**src/rtl/multi_debouncer.sv**
```systemverilog
// ---------------------------------------------------------------------------
// multi_debouncer
//
// N-channel debouncer for buttons and switches. Each channel has its own
// synchroniser, settle FSM, rise/fall event pulses and long-press detection.
// Downstream control logic should consume the one-cycle pulses, not the levels.
//
// Parameters
//   CHANNELS      number of independent channels (>= 1)
//   BOUNCE_TICKS  cycles a channel waits in a MAYBE state before resampling (>= 1)
//   HOLD_TICKS    cycles of debounced-high before held asserts; 0 disables hold
//   SYNC_STAGES   synchroniser depth per channel (>= 2)
//
// Ports
//   clk            in   system clock; all logic runs on the rising edge
//   rst            in   asynchronous, active-high reset
//   bouncy_in      in   raw asynchronous inputs, one bit per channel
//   debounced_out  out  debounced level per channel
//   rise_pulse     out  one-cycle pulse on a debounced 0->1 change
//   fall_pulse     out  one-cycle pulse on a debounced 1->0 change
//   held           out  level: debounced high for at least HOLD_TICKS cycles
//   held_pulse     out  one-cycle pulse in the first cycle held is high
// ---------------------------------------------------------------------------
module multi_debouncer #(
    parameter int CHANNELS     = 4,
    parameter int BOUNCE_TICKS = 10,
    parameter int HOLD_TICKS   = 1000,
    parameter int SYNC_STAGES  = 2
) (
    input  logic                clk,
    input  logic                rst,
    input  logic [CHANNELS-1:0] bouncy_in,
    output logic [CHANNELS-1:0] debounced_out,
    output logic [CHANNELS-1:0] rise_pulse,
    output logic [CHANNELS-1:0] fall_pulse,
    output logic [CHANNELS-1:0] held,
    output logic [CHANNELS-1:0] held_pulse
);

    localparam int                CNT_W   = (BOUNCE_TICKS >= 1) ? $clog2(BOUNCE_TICKS + 1) : 1;
    localparam logic [CNT_W-1:0]  CNT_MAX = CNT_W'(BOUNCE_TICKS);

    // Bit 1 of the encoding is the debounced level, so the level output is
    // taken straight from a state flop with no decode logic.
    typedef enum logic [1:0] {
        S_0       = 2'b00,
        S_MAYBE_1 = 2'b01,
        S_MAYBE_0 = 2'b10,
        S_1       = 2'b11
    } state_e;

    for (genvar ch = 0; ch < CHANNELS; ch++) begin : g_ch
        logic [SYNC_STAGES-1:0] sync_q;
        logic                   sync_in_s;
        state_e                 state_q;
        state_e                 state_d;
        logic [CNT_W-1:0]       cnt_q;
        logic [CNT_W-1:0]       cnt_d;
        logic                   deb_q_s;
        logic                   deb_d_s;
        logic                   rise_q;
        logic                   fall_q;

        // Synchroniser shift register for the raw asynchronous input.
        always_ff @(posedge clk or posedge rst) begin
            if (rst) begin
                sync_q <= '0;
            end else begin
                sync_q <= {sync_q[SYNC_STAGES-2:0], bouncy_in[ch]};
            end
        end

        assign sync_in_s = sync_q[SYNC_STAGES-1];

        // Settle FSM state and bounce counter registers.
        always_ff @(posedge clk or posedge rst) begin
            if (rst) begin
                state_q <= S_0;
                cnt_q   <= '0;
            end else begin
                state_q <= state_d;
                cnt_q   <= cnt_d;
            end
        end

        // Settle FSM next state. The counter runs unconditionally in the MAYBE
        // states so a chattering input cannot postpone the decision forever;
        // only the sample taken when the count expires matters.
        always_comb begin
            state_d = state_q;
            cnt_d   = cnt_q;
            case (state_q)
                S_0: begin
                    cnt_d = '0;
                    if (sync_in_s) begin
                        state_d = S_MAYBE_1;
                    end else begin
                        state_d = S_0;
                    end
                end
                S_1: begin
                    cnt_d = '0;
                    if (!sync_in_s) begin
                        state_d = S_MAYBE_0;
                    end else begin
                        state_d = S_1;
                    end
                end
                S_MAYBE_1: begin
                    if (cnt_q == CNT_MAX) begin
                        cnt_d   = '0;
                        state_d = sync_in_s ? S_1 : S_0;
                    end else begin
                        cnt_d   = cnt_q + CNT_W'(1);
                        state_d = S_MAYBE_1;
                    end
                end
                S_MAYBE_0: begin
                    if (cnt_q == CNT_MAX) begin
                        cnt_d   = '0;
                        state_d = sync_in_s ? S_1 : S_0;
                    end else begin
                        cnt_d   = cnt_q + CNT_W'(1);
                        state_d = S_MAYBE_0;
                    end
                end
                default: begin
                    state_d = S_0;
                    cnt_d   = '0;
                end
            endcase
        end

        assign deb_q_s = (state_q == S_1) || (state_q == S_MAYBE_0);
        assign deb_d_s = (state_d == S_1) || (state_d == S_MAYBE_0);

        // Edge pulses registered alongside the state, so each is high exactly
        // in the first cycle the debounced level shows its new value.
        always_ff @(posedge clk or posedge rst) begin
            if (rst) begin
                rise_q <= 1'b0;
                fall_q <= 1'b0;
            end else begin
                rise_q <= deb_d_s & ~deb_q_s;
                fall_q <= ~deb_d_s & deb_q_s;
            end
        end

        assign debounced_out[ch] = deb_q_s;
        assign rise_pulse[ch]    = rise_q;
        assign fall_pulse[ch]    = fall_q;

        if (HOLD_TICKS > 0) begin : g_hold
            localparam int                HOLD_W   = $clog2(HOLD_TICKS + 1);
            localparam logic [HOLD_W-1:0] HOLD_MAX = HOLD_W'(HOLD_TICKS);

            logic [HOLD_W-1:0] hold_q;
            logic [HOLD_W-1:0] hold_d;
            logic              held_q;
            logic              held_d;
            logic              held_pulse_q;

            // Hold counter next value. It keys off the current debounced level,
            // so a MAYBE_0 excursion (still debounced high) keeps counting.
            always_comb begin
                hold_d = '0;
                if (deb_q_s) begin
                    if (hold_q == HOLD_MAX) begin
                        hold_d = hold_q;
                    end else begin
                        hold_d = hold_q + HOLD_W'(1);
                    end
                end else begin
                    hold_d = '0;
                end
                // Gating with the next debounced level drops held in the same
                // cycle the debounced output falls.
                held_d = deb_d_s && (hold_d == HOLD_MAX);
            end

            // Hold counter, held level and held pulse registers.
            always_ff @(posedge clk or posedge rst) begin
                if (rst) begin
                    hold_q       <= '0;
                    held_q       <= 1'b0;
                    held_pulse_q <= 1'b0;
                end else begin
                    hold_q       <= hold_d;
                    held_q       <= held_d;
                    held_pulse_q <= held_d & ~held_q;
                end
            end

            assign held[ch]       = held_q;
            assign held_pulse[ch] = held_pulse_q;
        end else begin : g_no_hold
            assign held[ch]       = 1'b0;
            assign held_pulse[ch] = 1'b0;
        end
    end

endmodule

```
**config.mk**
```make
export PLATFORM = sky130hd
export DESIGN_NAME = multi_debouncer
export DESIGN_NICKNAME = d
export VERILOG_FILES = /design/src/rtl/multi_debouncer.sv
export SDC_FILE = /design/constraint.sdc
export NUM_CORES = 1
export LEC_CHECK = 0
export CORE_AREA = 2 2 135 137
export CTS_CLUSTER_DIAMETER = 150
export DETAILED_ROUTE_END_ITERATION = 8
export DIE_AREA = 0 0 137 139
export SKIP_CTS_REPAIR_TIMING = 1
export SLEW_MARGIN = 20
export SYNTH_ARGS = -nofsm -noshare
export SYNTH_HDL_FRONTEND = slang
export SYNTH_SLANG_ARGS = --single-unit
```
**constraint.sdc**
```tcl
create_clock -name clk -period 7.7 [get_ports clk]
set_clock_uncertainty 0.2 [all_clocks]
set_input_delay 0.77 -clock clk [delete_from_list [all_inputs] [get_ports clk]]
set_output_delay 0.77 -clock clk [all_outputs]
set_load 0.01 [all_outputs]
```
==> flow_summary.ini <==
[cells_and_area]
area_growth_pct = 14.0
diodes = 0
nets = 545
final_layout_size_suffix_gt1_share_pct = 5.08
nFillCells = 1788
final_area_mm2 = 0.00549
utilization_pct = 31.1

[worst_setup_path]
cp_max_fo = 15
worst_setup_path_start_kind = register
crit_type = reg -> out
setup.worst_path.end_class = primary output
arrival_ps = 2350
crit_required_ps = 6730

[synthesis]
synth_cell_type_count = 54
synth_flop_cell = dfrtp_1
ys_warn_count = 0
syn-num-nets = 541
seq_area_frac_synth_pct = 45.8
synth-seq-cells = 88
synthCells = 503
synth.avg_cell_area_um2 = 9.56
netlist_area_mm2 = 0.00481
async_flop_share_pct = 100
synth_edf_count = 0

[cts]
h-tree-depth = 3
clk_pin_slew_ps = 60
cts_sinks = 88
clk-insertion-delay-late_ps = 350
cts_made_buffers = 9
ctsRootBufferMaster = clkbuf_16
clock_path_buffers = 2
tritoncts = yes

[drt]
drc_errors = 0
vias = 3412
drt.antenna.violating_nets = 0
wl_per_cell_um = 12.2
drtPass1Iterations = 4
first_iter_violations = 206
via_per_inst = 4.60
wl_um = 9060

[timing]
max_freq_ghz = 0.302
finalHoldViolCount = 0
setup_ws_ps = 4380
post-route-min-period_ps = 3320
slew_headroom_pct = 35.7
finalCritPeriodShare_pct = 43.1
setup_tns_ps = 0
setup_viol = 0
whs_ps = 152
worst_slew_pin_slew_ps = 962
final_max_slew_viol_count = 0
rsz0062_at_grt = no

[power_and_ir_drop]
power.leakage_nw = 2.32
irDropWorstVdd_v = 0.000124
p_per_area_mw_per_mm2 = 224

[placed_design]
numPortBuffers = 25
gp_congestion = 0.843
place_ws_ps = 4760
place_area_mm2 = 0.00515
dp_hpwl_um = 6340

[die]
dieWidth_um = 137
dieArea_mm2 = 0.0190
io_pins = 26
start_util_pct = 27.2
row_count = 49
die_y_um = 139
core_mm2 = 0.0177

[status]
outcome = finished, final reports clean

[job]
cap_viol_max_count = 0

[global_route]
gr-max-usage-layer = met2
grt.overflow.total = 0
grtUsageMet2_pct = 16.8
met3_usage_pct = 2.52
grt_pass1_vias = 3465
antenna_found_initial = 0
grt_pass1_wl_um = 15600
globalRouteMet1Util_pct = 12.3
grt_usage_pct = 10.2
grt_max_degree = 67

[hold_path]
hold_class = reg -> reg
==> cells by family (layout without fill, tap and decap cells) <==
kind of cell | count (synthesis) | count (layout) | share of synthesized area [%]
simple gates | 214 | 214 | 22.8
flops | 88 | 88 | 45.8
buf+inv | 64 | 73 | 6.63
compound gates | 62 | 62 | 8.48
xor+xnor | 38 | 38 | 6.92
fa+ha+maj | 32 | 32 | 8.32
mux | 5 | 5 | 1.12
==> synthesized netlist by cell type, drive strengths merged, types with 4 or more instances <==
cell / instances / area [um^2]
a21oi: 19 / 95.1
a211o: 5 / 43.8
nor2b: 6 / 37.5
clkbuf: 11 / 42.5
xnor2: 24 / 210
and2: 4 / 25.0
nand3: 21 / 118
and4: 4 / 37.5
a31oi: 4 / 25.0
nor2: 80 / 300
or3: 5 / 31.3
nand3b: 5 / 37.5
nor4: 6 / 43.8
o21ai: 10 / 50.1
ha: 32 / 400
and3: 7 / 43.8
nor3b: 5 / 37.5
nand2: 38 / 143
nor3: 11 / 55.1
xor2: 14 / 123
dfrtp: 88 / 2200
buf: 22 / 160
nand4: 4 / 25.0
inv: 31 / 116
==> metal layers <==
layer  routed length [um]  share of wire, %  vias up
li1                     -                 -     1705
met1                 4180                46     1640
met2                 4370                48       52
met3                  296               3.3       15
met4                  205               2.3        0
met5                    0                 0        -
==> critical path, cell delays in order, from the launching register on <==
cell and delay (ps):
dfrtp_1 370, inv_1 80, ha_1 220, nor2_1 740, inv_1 80, clkdlybuf4s50_1 500
==> layout by cell type, fill, tap and decap left out, types with 3 or more instances in the layout <==
| master | Yosys | final |
|---|---|---|
| a211o_1 | 5 | 5 |
| a21oi_1 | 19 | 19 |
| a31oi_1 | 4 | 4 |
| and2_1 | 4 | 4 |
| and3_1 | 7 | 7 |
| and3b_1 | 3 | 3 |
| and4_1 | 3 | 3 |
| clkbuf_16 | 0 | 9 |
| clkdlybuf4s50_1 | 0 | 25 |
| dfrtp_1 | 88 | 88 |
| ha_1 | 32 | 32 |
| inv_1 | 31 | 30 |
| mux2_2 | 3 | 3 |
| nand2_1 | 38 | 38 |
| nand2b_1 | 3 | 3 |
| nand3_1 | 20 | 20 |
| nand3b_1 | 5 | 5 |
| nand4_1 | 4 | 4 |
| nand4b_1 | 3 | 3 |
| nor2_1 | 80 | 80 |
| nor2b_1 | 6 | 6 |
| nor3_1 | 11 | 11 |
| nor3b_1 | 5 | 5 |
| nor4_1 | 5 | 5 |
| o211ai_1 | 3 | 3 |
| o21ai_0 | 10 | 10 |
| o21bai_1 | 3 | 3 |
| o31ai_1 | 3 | 3 |
| or3_1 | 5 | 5 |
| xnor2_1 | 24 | 24 |
| xor2_1 | 14 | 14 |
==> flip-flops by register name, indices dropped and copies added, names as in the netlist <==
signal,count
g_ch.sync_q,8
g_ch.fall_q,4
g_ch.g_hold.hold_q,40
g_ch.g_hold.held_pulse_q,4
g_ch.g_hold.held_q,4
g_ch.cnt_q,16
g_ch.rise_q,4
g_ch.state_q,8
==> power by group <==
group / internal [W] / total, W / switching [W]
Combinational: 0.0000891 / 0.000193 / 0.000104
Clock: 0.000294 / 0.000484 / 0.000189
Sequential: 0.000508 / 0.000554 / 0.0000461
==> worst paths after layout <==
kind                       cells after the start                    startpoint                               endpoint  slack [ps]
max                                            5  g_ch[3].state_q[0]$_DFF_PP0_                       debounced_out[3]        4380
min in group asynchronous                      2                           rst  g_ch[2].g_hold.held_pulse_q$_DFF_PP0_         520
max in group asynchronous                      3                           rst  g_ch[3].g_hold.held_pulse_q$_DFF_PP0_        5610
max reg2reg                                    7  g_ch[1].state_q[0]$_DFF_PP0_  g_ch[1].g_hold.held_pulse_q$_DFF_PP0_        5310
min                                            0   g_ch[2].sync_q[0]$_DFF_PP0_            g_ch[2].sync_q[1]$_DFF_PP0_         150
min reg2reg                                    0   g_ch[2].sync_q[0]$_DFF_PP0_            g_ch[2].sync_q[1]$_DFF_PP0_         150
==> cell type report <==
class,instances,area [um^2],area share (%)
tap,229,287,5.22
timing repair buffer,26,258,4.70
sequential,88,2200,40.1
clock inverter,6,92.6,1.69
clock buffer,10,239,4.36
inverter,31,118,2.14
multi-input combinational,351,2290,41.7
==> through the flow <==
step           power, W  cells
3_5_place_dp   0.000758    725
3_3_place_gp   0.000737    725
5_1_grt         0.00131    741
2_1_floorplan  0.000705    503
4_1_cts         0.00125    741
6_report        0.00123    741
(Power assumes the default switching activity.)
